[src/rtl/rv32_lsu_if.sv]
// rv32_lsu_if: request/response handshake and data-memory port bundle for rv32_lsu.
// The slave modport is the LSU view; the master modport is the pipeline + memory view.
interface rv32_lsu_if;
  // MEM-stage request
  logic        req_valid;
  logic        req_ready;
  logic        req_store;
  logic [2:0]  req_funct3;
  logic [31:0] req_addr;
  logic [31:0] req_wdata;
  // MEM-stage response
  logic        resp_valid;
  logic        resp_ready;
  logic [31:0] resp_rdata;
  logic        resp_err;
  // Word-addressed data memory port
  logic        mem_enable;
  logic        mem_read;
  logic [31:0] mem_addr;
  logic [31:0] mem_wdata;
  logic [31:0] mem_rdata;

  modport slave (
    input  req_valid, req_store, req_funct3, req_addr, req_wdata,
    output req_ready,
    output resp_valid, resp_rdata, resp_err,
    input  resp_ready,
    output mem_enable, mem_read, mem_addr, mem_wdata,
    input  mem_rdata
  );

  modport master (
    output req_valid, req_store, req_funct3, req_addr, req_wdata,
    input  req_ready,
    input  resp_valid, resp_rdata, resp_err,
    output resp_ready,
    input  mem_enable, mem_read, mem_addr, mem_wdata,
    output mem_rdata
  );
endinterface

[src/rtl/rv32_lsu.sv]
// rv32_lsu: single-outstanding RV32 load/store unit in front of a word-addressed
// data memory without byte enables. Sub-word stores use read-modify-write.
// Optional feature: define LSU_BOUNDS_CHECK_EN to flag word indices >= MEM_WORDS
// as errors (no memory access, response one cycle after accept).
module rv32_lsu #(
  parameter int unsigned MEM_WORDS = 256
) (
  input logic        clk,
  input logic        rst,
  rv32_lsu_if.slave  bus
);

`ifdef LSU_BOUNDS_CHECK_EN
  localparam bit LP_BOUNDS_EN = 1'b1;
`else
  localparam bit LP_BOUNDS_EN = 1'b0;
`endif
  localparam logic [29:0] LP_WORDS = 30'(MEM_WORDS);

  typedef enum logic [2:0] {
    S_IDLE,
    S_RD_ISSUE,
    S_RD_WAIT,
    S_CAPTURE,
    S_WRITE,
    S_RESP
  } state_t;

  state_t      r_state;
  logic        r_req_ready;
  logic        r_resp_valid;
  logic        r_resp_err;
  logic [31:0] r_resp_rdata;
  logic        r_mem_enable;
  logic        r_mem_read;
  logic [31:0] r_mem_addr;
  logic [31:0] r_mem_wdata;
  logic        r_store;
  logic [2:0]  r_funct3;
  logic [1:0]  r_addr_lo;
  logic [15:0] r_wdata_lo;

  logic        w_accept;
  logic        w_bad_f3;
  logic        w_misalign;
  logic        w_oob;
  logic        w_req_err;
  logic [4:0]  w_shamt;
  logic [31:0] w_lane;
  logic [31:0] w_load;
  logic [31:0] w_mask;
  logic [31:0] w_ins;
  logic [31:0] w_merge;

  assign bus.req_ready  = r_req_ready;
  assign bus.resp_valid = r_resp_valid;
  assign bus.resp_err   = r_resp_err;
  assign bus.resp_rdata = r_resp_rdata;
  assign bus.mem_enable = r_mem_enable;
  assign bus.mem_read   = r_mem_read;
  assign bus.mem_addr   = r_mem_addr;
  assign bus.mem_wdata  = r_mem_wdata;

  assign w_accept = bus.req_valid & r_req_ready;

  // Classify the incoming request: illegal funct3, misalignment, out-of-range word.
  always_comb begin
    w_bad_f3   = 1'b0;
    w_misalign = 1'b0;
    case (bus.req_funct3)
      3'b000: w_misalign = 1'b0;
      3'b001: w_misalign = bus.req_addr[0];
      3'b010: w_misalign = |bus.req_addr[1:0];
      3'b100, 3'b101: begin
        w_bad_f3   = bus.req_store;
        w_misalign = bus.req_funct3[0] & bus.req_addr[0];
      end
      default: w_bad_f3 = 1'b1;
    endcase
    w_oob     = (bus.req_addr[31:2] >= LP_WORDS);
    w_req_err = w_bad_f3 | w_misalign | (LP_BOUNDS_EN & w_oob);
  end

  // Lane extraction with sign/zero extension for loads (byte offset 0 for words).
  always_comb begin
    w_shamt = 5'({r_addr_lo, 3'b000});
    w_lane  = bus.mem_rdata >> w_shamt;
    case (r_funct3)
      3'b000:  w_load = {{24{w_lane[7]}}, w_lane[7:0]};
      3'b100:  w_load = {24'h0, w_lane[7:0]};
      3'b001:  w_load = {{16{w_lane[15]}}, w_lane[15:0]};
      3'b101:  w_load = {16'h0, w_lane[15:0]};
      default: w_load = w_lane;
    endcase
  end

  // Insert store byte/half into the fetched word for read-modify-write.
  always_comb begin
    w_mask  = (r_funct3[0] ? 32'h0000_FFFF : 32'h0000_00FF) << w_shamt;
    w_ins   = 32'({16'h0, r_wdata_lo}) << w_shamt;
    w_merge = (bus.mem_rdata & ~w_mask) | (w_ins & w_mask);
  end

  // Control FSM; every bus-facing output is a register updated on the transition.
  always_ff @(posedge clk or posedge rst) begin
    if (rst) begin
      r_state      <= S_IDLE;
      r_req_ready  <= 1'b1;
      r_resp_valid <= 1'b0;
      r_resp_err   <= 1'b0;
      r_resp_rdata <= 32'h0;
      r_mem_enable <= 1'b0;
      r_mem_read   <= 1'b1;
      r_mem_addr   <= 32'h0;
      r_mem_wdata  <= 32'h0;
      r_store      <= 1'b0;
      r_funct3     <= 3'b000;
      r_addr_lo    <= 2'b00;
      r_wdata_lo   <= 16'h0;
    end else begin
      case (r_state)
        S_IDLE: begin
          if (w_accept) begin
            r_req_ready <= 1'b0;
            r_store     <= bus.req_store;
            r_funct3    <= bus.req_funct3;
            r_addr_lo   <= bus.req_addr[1:0];
            r_wdata_lo  <= bus.req_wdata[15:0];
            r_mem_addr  <= {2'b00, bus.req_addr[31:2]};
            if (w_req_err) begin
              r_resp_valid <= 1'b1;
              r_resp_err   <= 1'b1;
              r_resp_rdata <= 32'h0;
              r_state      <= S_RESP;
            end else if (bus.req_store && (bus.req_funct3 == 3'b010)) begin
              r_mem_read  <= 1'b0;
              r_mem_wdata <= bus.req_wdata;
              r_state     <= S_WRITE;
            end else begin
              r_mem_enable <= 1'b1;
              r_state      <= S_RD_ISSUE;
            end
          end
        end
        S_RD_ISSUE: r_state <= S_RD_WAIT;
        S_RD_WAIT:  r_state <= S_CAPTURE;
        S_CAPTURE: begin
          r_mem_enable <= 1'b0;
          if (r_store) begin
            r_mem_wdata <= w_merge;
            r_mem_read  <= 1'b0;
            r_state     <= S_WRITE;
          end else begin
            r_resp_rdata <= w_load;
            r_resp_err   <= 1'b0;
            r_resp_valid <= 1'b1;
            r_state      <= S_RESP;
          end
        end
        S_WRITE: begin
          r_mem_read   <= 1'b1;
          r_resp_rdata <= 32'h0;
          r_resp_err   <= 1'b0;
          r_resp_valid <= 1'b1;
          r_state      <= S_RESP;
        end
        S_RESP: begin
          if (bus.resp_ready) begin
            r_resp_valid <= 1'b0;
            r_resp_err   <= 1'b0;
            r_resp_rdata <= 32'h0;
            r_req_ready  <= 1'b1;
            r_state      <= S_IDLE;
          end
        end
        default: begin
          r_state      <= S_IDLE;
          r_req_ready  <= 1'b1;
          r_resp_valid <= 1'b0;
          r_resp_err   <= 1'b0;
          r_mem_enable <= 1'b0;
          r_mem_read   <= 1'b1;
        end
      endcase
    end
  end

endmodule
[src/flat_wrapper.sv]
// flat-port wrapper written by rule: the top's interface ports become plain ports
module rv32_lsu_flat 
#(
  parameter int unsigned MEM_WORDS = 256
)
  (clk, rst, bus_req_valid, bus_req_store, bus_req_funct3, bus_req_addr, bus_req_wdata, bus_req_ready, bus_resp_valid, bus_resp_rdata, bus_resp_err, bus_resp_ready, bus_mem_enable, bus_mem_read, bus_mem_addr, bus_mem_wdata, bus_mem_rdata);
  rv32_lsu_if bus_i ();
  input logic clk;
  input logic rst;
  input wire logic [$bits(bus_i.req_valid)-1:0] bus_req_valid;
  input wire logic [$bits(bus_i.req_store)-1:0] bus_req_store;
  input wire logic [$bits(bus_i.req_funct3)-1:0] bus_req_funct3;
  input wire logic [$bits(bus_i.req_addr)-1:0] bus_req_addr;
  input wire logic [$bits(bus_i.req_wdata)-1:0] bus_req_wdata;
  output wire logic [$bits(bus_i.req_ready)-1:0] bus_req_ready;
  output wire logic [$bits(bus_i.resp_valid)-1:0] bus_resp_valid;
  output wire logic [$bits(bus_i.resp_rdata)-1:0] bus_resp_rdata;
  output wire logic [$bits(bus_i.resp_err)-1:0] bus_resp_err;
  input wire logic [$bits(bus_i.resp_ready)-1:0] bus_resp_ready;
  output wire logic [$bits(bus_i.mem_enable)-1:0] bus_mem_enable;
  output wire logic [$bits(bus_i.mem_read)-1:0] bus_mem_read;
  output wire logic [$bits(bus_i.mem_addr)-1:0] bus_mem_addr;
  output wire logic [$bits(bus_i.mem_wdata)-1:0] bus_mem_wdata;
  input wire logic [$bits(bus_i.mem_rdata)-1:0] bus_mem_rdata;
  assign bus_i.req_valid = bus_req_valid;
  assign bus_i.req_store = bus_req_store;
  assign bus_i.req_funct3 = bus_req_funct3;
  assign bus_i.req_addr = bus_req_addr;
  assign bus_i.req_wdata = bus_req_wdata;
  assign bus_req_ready = bus_i.req_ready;
  assign bus_resp_valid = bus_i.resp_valid;
  assign bus_resp_rdata = bus_i.resp_rdata;
  assign bus_resp_err = bus_i.resp_err;
  assign bus_i.resp_ready = bus_resp_ready;
  assign bus_mem_enable = bus_i.mem_enable;
  assign bus_mem_read = bus_i.mem_read;
  assign bus_mem_addr = bus_i.mem_addr;
  assign bus_mem_wdata = bus_i.mem_wdata;
  assign bus_i.mem_rdata = bus_mem_rdata;
  rv32_lsu #(.MEM_WORDS(MEM_WORDS)) u_core (.clk(clk), .rst(rst), .bus(bus_i));
endmodule
[config.mk]
export PLATFORM = sky130hd
export DESIGN_NAME = rv32_lsu_flat
export DESIGN_NICKNAME = d
export VERILOG_FILES = /design/src/rtl/rv32_lsu_if.sv /design/src/rtl/rv32_lsu.sv /design/src/flat_wrapper.sv
export SDC_FILE = /design/constraint.sdc
export NUM_CORES = 1
export LEC_CHECK = 0
export ABC_AREA = 0
export BUFFER_PORTS_ARGS = -buffer_cell sky130_fd_sc_hd__buf_2
export CAP_MARGIN = 20
export CORE_MARGIN = 2
export CORE_UTILIZATION = 40
export CTS_CLUSTER_SIZE = 16
export DETAILED_ROUTE_END_ITERATION = 10
export GPL_TIMING_DRIVEN = 0
export PLACE_DENSITY = 0.65
export RECOVER_POWER = 100
export REMOVE_ABC_BUFFERS = 1
export SLEW_MARGIN = 20
export SYNTH_ARGS = -nofsm -noshare
export SYNTH_HDL_FRONTEND = slang
export SYNTH_SLANG_ARGS = --single-unit
export TNS_END_PERCENT = 100
[constraint.sdc]
create_clock -name clk -period 10.8 [get_ports clk]
set_input_delay 1.08 -clock clk [delete_from_list [all_inputs] [get_ports clk]]
set_output_delay 1.08 -clock clk [all_outputs]
set_load 0.05 [all_outputs]
==> impl_metrics.csv <==
group,metric,value,unit
route,via_per_inst,5.46,
grt,track_usage,0.213,
route,top_layer,"met4",
route,drt_first_pass_iters,5,
route,antenna_left,0,
clock_network,clock-root-buffer,"clkbuf_16",
grt,grt_max_degree,73,
placed_design,gp_congestion,0.836,
route,wl_met1,7.93,mm
grt,grt_pass1_wl,29.2,mm
power,ir_drop,0.187,mV
worst_setup_path,worstPathMaxFanout,72,
power,p_sw_frac,0.494,
worst_setup_path,path_delay_family,"buffers and inverters",
placed_design,port_buffers,202,
yosys,synth.distinct_cells,56,
route,wirelength,18.2,mm
yosys,async_flop_share,1.00,
power,clock_power_share,0.194,
timing,clock.fmax,0.174,GHz
power,power.share.combinational,0.510,
yosys,synthCells,578,
worst_setup_path,crit_top_cell,"clkbuf_1",
placed_design,dp_hpwl,12.7,mm
min_path,hold_class,"reg2reg",
min_path,holdPathStages,1,
finish,final_common_cell,"dfrtp_1",
placed_design,place_area,0.00776,mm²
clock_network,cts_buffer_depth,2,
power,p_int,1.53,mW
worst_setup_path,cp-end-kind,"async pin",
worst_setup_path,path_depth,3,
grt,grt_pass1_vias,5507,
die,die_area,0.0173,mm²
yosys,ys_seq_area_frac,0.477,
timing,drv_slew,214,
timing,clock_skew,0.00677,ns
worst_setup_path,slowest_delay,2.83,ns
yosys,ys_ff_latch,124,
finish,nFillCells,1527,
route,drtIter0Drc,266,
die,fp.dieW,132,µm
die,core_region_area,0.0159,mm²
power,power_density,373,mW/mm²
worst_setup_path,r2r_cells,3,
die,num_io_pins,205,
run_status,violations,"capacitance limit, slew limit",
clock_network,path_clk_slew,0.06,ns
power,pwr-share-seq,0.296,
timing,tightest_slew,3.91,ns
timing,setup_tns,0,ns
grt,antenna_found_initial,0,
finish,final_area,0.00814,mm²
yosys,yosys_warnings,0,
clock_network,cts_tree,"yes",
finish,layout_common_cells,"120 x dfrtp_1, 105 x clkbuf_1, 101 x buf_2",
worst_setup_path,critPathSlowestCell,"clkbuf_1",
run_status,status,"finished, violations left",
timing,finalHoldViolCount,0,
grt,grt-ovfl-total,0,
route,vias,5396,
die,rows,46,
clock_network,postCtsResizedCells,0,
power,p_sw,1.50,mW
finish,diodes,0,
worst_setup_path,arrival,5.37,ns
worst_setup_path,worst-setup-path-type,"in2async",
timing,relSlewSlack,-1.61,
yosys,syn_avg_cell_area,11.3,µm²
timing,holdWs,0.483,ns
clock_network,cts-hold-fix-buffers,0,
timing,rsz0062_at_grt,"no",
worst_setup_path,crit_chain,"clkbuf_1 -> clkinvlp_2 -> clkbuf_1",
die,start_util,0.410,
flow_run,cap_violations,5,
finish,stdcell_count,988,
yosys,synth_edf_count,0,
timing,period_needed,5.76,ns
timing,period_share,0.533,
route,route.met3.wl,1.43,mm
clock_network,cts_made_buffers,17,
placed_design,dp.cells,956,
route,met2_length,8.49,mm
clock_network,htreeDepth,4,
route,wl_per_cell,18.5,µm
finish,syn_to_final_growth,24.9,%
power,p_leak,3.66,nW
worst_setup_path,cp.required,10.41,ns
worst_setup_path,startpoint_type,"input pin",
finish,layout.nets,863,
yosys,synth_flop_cell,"dfrtp_1",
clock_network,clock_latency,0.41,ns
clock_network,clock_sinks,124,
yosys,syn-cell-area,0.00651,mm²
finish,drive_gt1_frac,0.276,
die,die_h,132,µm
timing,setup_viol,0,
worst_setup_path,crit_buf_inv,3,
finish,utilization,0.512,
route,drc,0,
clock_network,cts_setup_buffers,0,
## logic make-up (layout without fill, tap and decap cells)
group,Yosys count,after routing,share of synthesized area
AND/OR/NAND/NOR,105,105,0.0909
other,1,2,0.000576
AO/OA/AOI/OAI,164,164,0.174
multiplexers,127,127,0.216
flip-flops,124,124,0.477
XOR/XNOR,1,1,0.00135
buffers and inverters,56,249,0.0403
## per-layer routing
metal	vias to the layer above	track usage
met1	2638	0.278
met3	27	0.0602
met5	-	0
li1	2501	-
met4	0	0.0731
met2	230	0.342
## cell type report
class | count | area, µm² | area share
Clock buffer | 21 | 470 | 0.0578
Clock inverter | 11 | 141 | 0.0174
Multi-Input combinational cell | 399 | 3140 | 0.386
Tap cell | 216 | 270 | 0.0332
Sequential cell | 124 | 3110 | 0.382
Inverter | 7 | 27.5 | 0.00338
Timing Repair Buffer | 210 | 977 | 0.120
## power groups by stage
stage,logic [mW],clock network (mW),registers (mW)
final,1.55,0.588,0.897
after global routing,1.65,0.617,0.934
after CTS,1.63,0.598,0.891
after detailed placement,1.63,0,0.897
after global placement,1.54,0,0.915
after floorplan,0.566,0,1.48
## cells in the mapped netlist (15+ instances only)
| cell type | instances | area, µm² |
|---|---|---|
| mux2i_1 | 31 | 310 |
| o2bb2ai_1 | 15 | 131 |
| o21ai_0 | 42 | 210 |
| clkbuf_1 | 18 | 67.6 |
| mux2_1 | 30 | 338 |
| a21oi_1 | 32 | 160 |
| dfrtp_1 | 122 | 3050 |
| a211o_1 | 15 | 131 |
| buf_2 | 18 | 90.1 |
| a211oi_1 | 16 | 120 |
| nand2_1 | 34 | 128 |
| mux2_2 | 64 | 721 |
## registers in the layout, indices dropped and copies added (netlist names)
name	count
u_core.bus.mem_enable	1
u_core.bus.mem_read	1
u_core.bus.mem_addr	30
u_core.r_funct3	3
u_core.r_state	3
u_core.bus.resp_rdata	32
u_core.r_store	1
u_core.r_addr_lo	2
u_core.bus.mem_wdata	32
u_core.bus.resp_valid	1
u_core.r_wdata_lo	16
u_core.bus.req_ready	1
u_core.bus.resp_err	1
## stage by stage
| step | setup WS [ns] | power (mW) |
|---|---|---|
| 3_5_place_dp | 7.67 | 2.53 |
| 3_3_place_gp | 4.88 | 2.45 |
| 6_report | 5.04 | 3.03 |
| 4_1_cts | 7.99 | 3.12 |
| 5_1_grt | 3.92 | 3.20 |
| 2_1_floorplan | 6.42 | 2.05 |
## final timing paths
kind	startpoint	end	slack [ns]
max in group clk	bus_req_valid	u_core.r_wdata_lo[9]	6.43
min	u_core.bus.mem_wdata[0]	u_core.bus.mem_wdata[0]	0.48
max reg2reg	u_core.r_state[0]	u_core.r_wdata_lo[9]	6.46
max	rst	u_core.r_wdata_lo[9]	5.04
min in group asynchronous	rst	u_core.bus.mem_addr[0]	1.27
min reg2reg	u_core.bus.mem_wdata[0]	u_core.bus.mem_wdata[0]	0.48
Power figures use the tool's default switching activity.
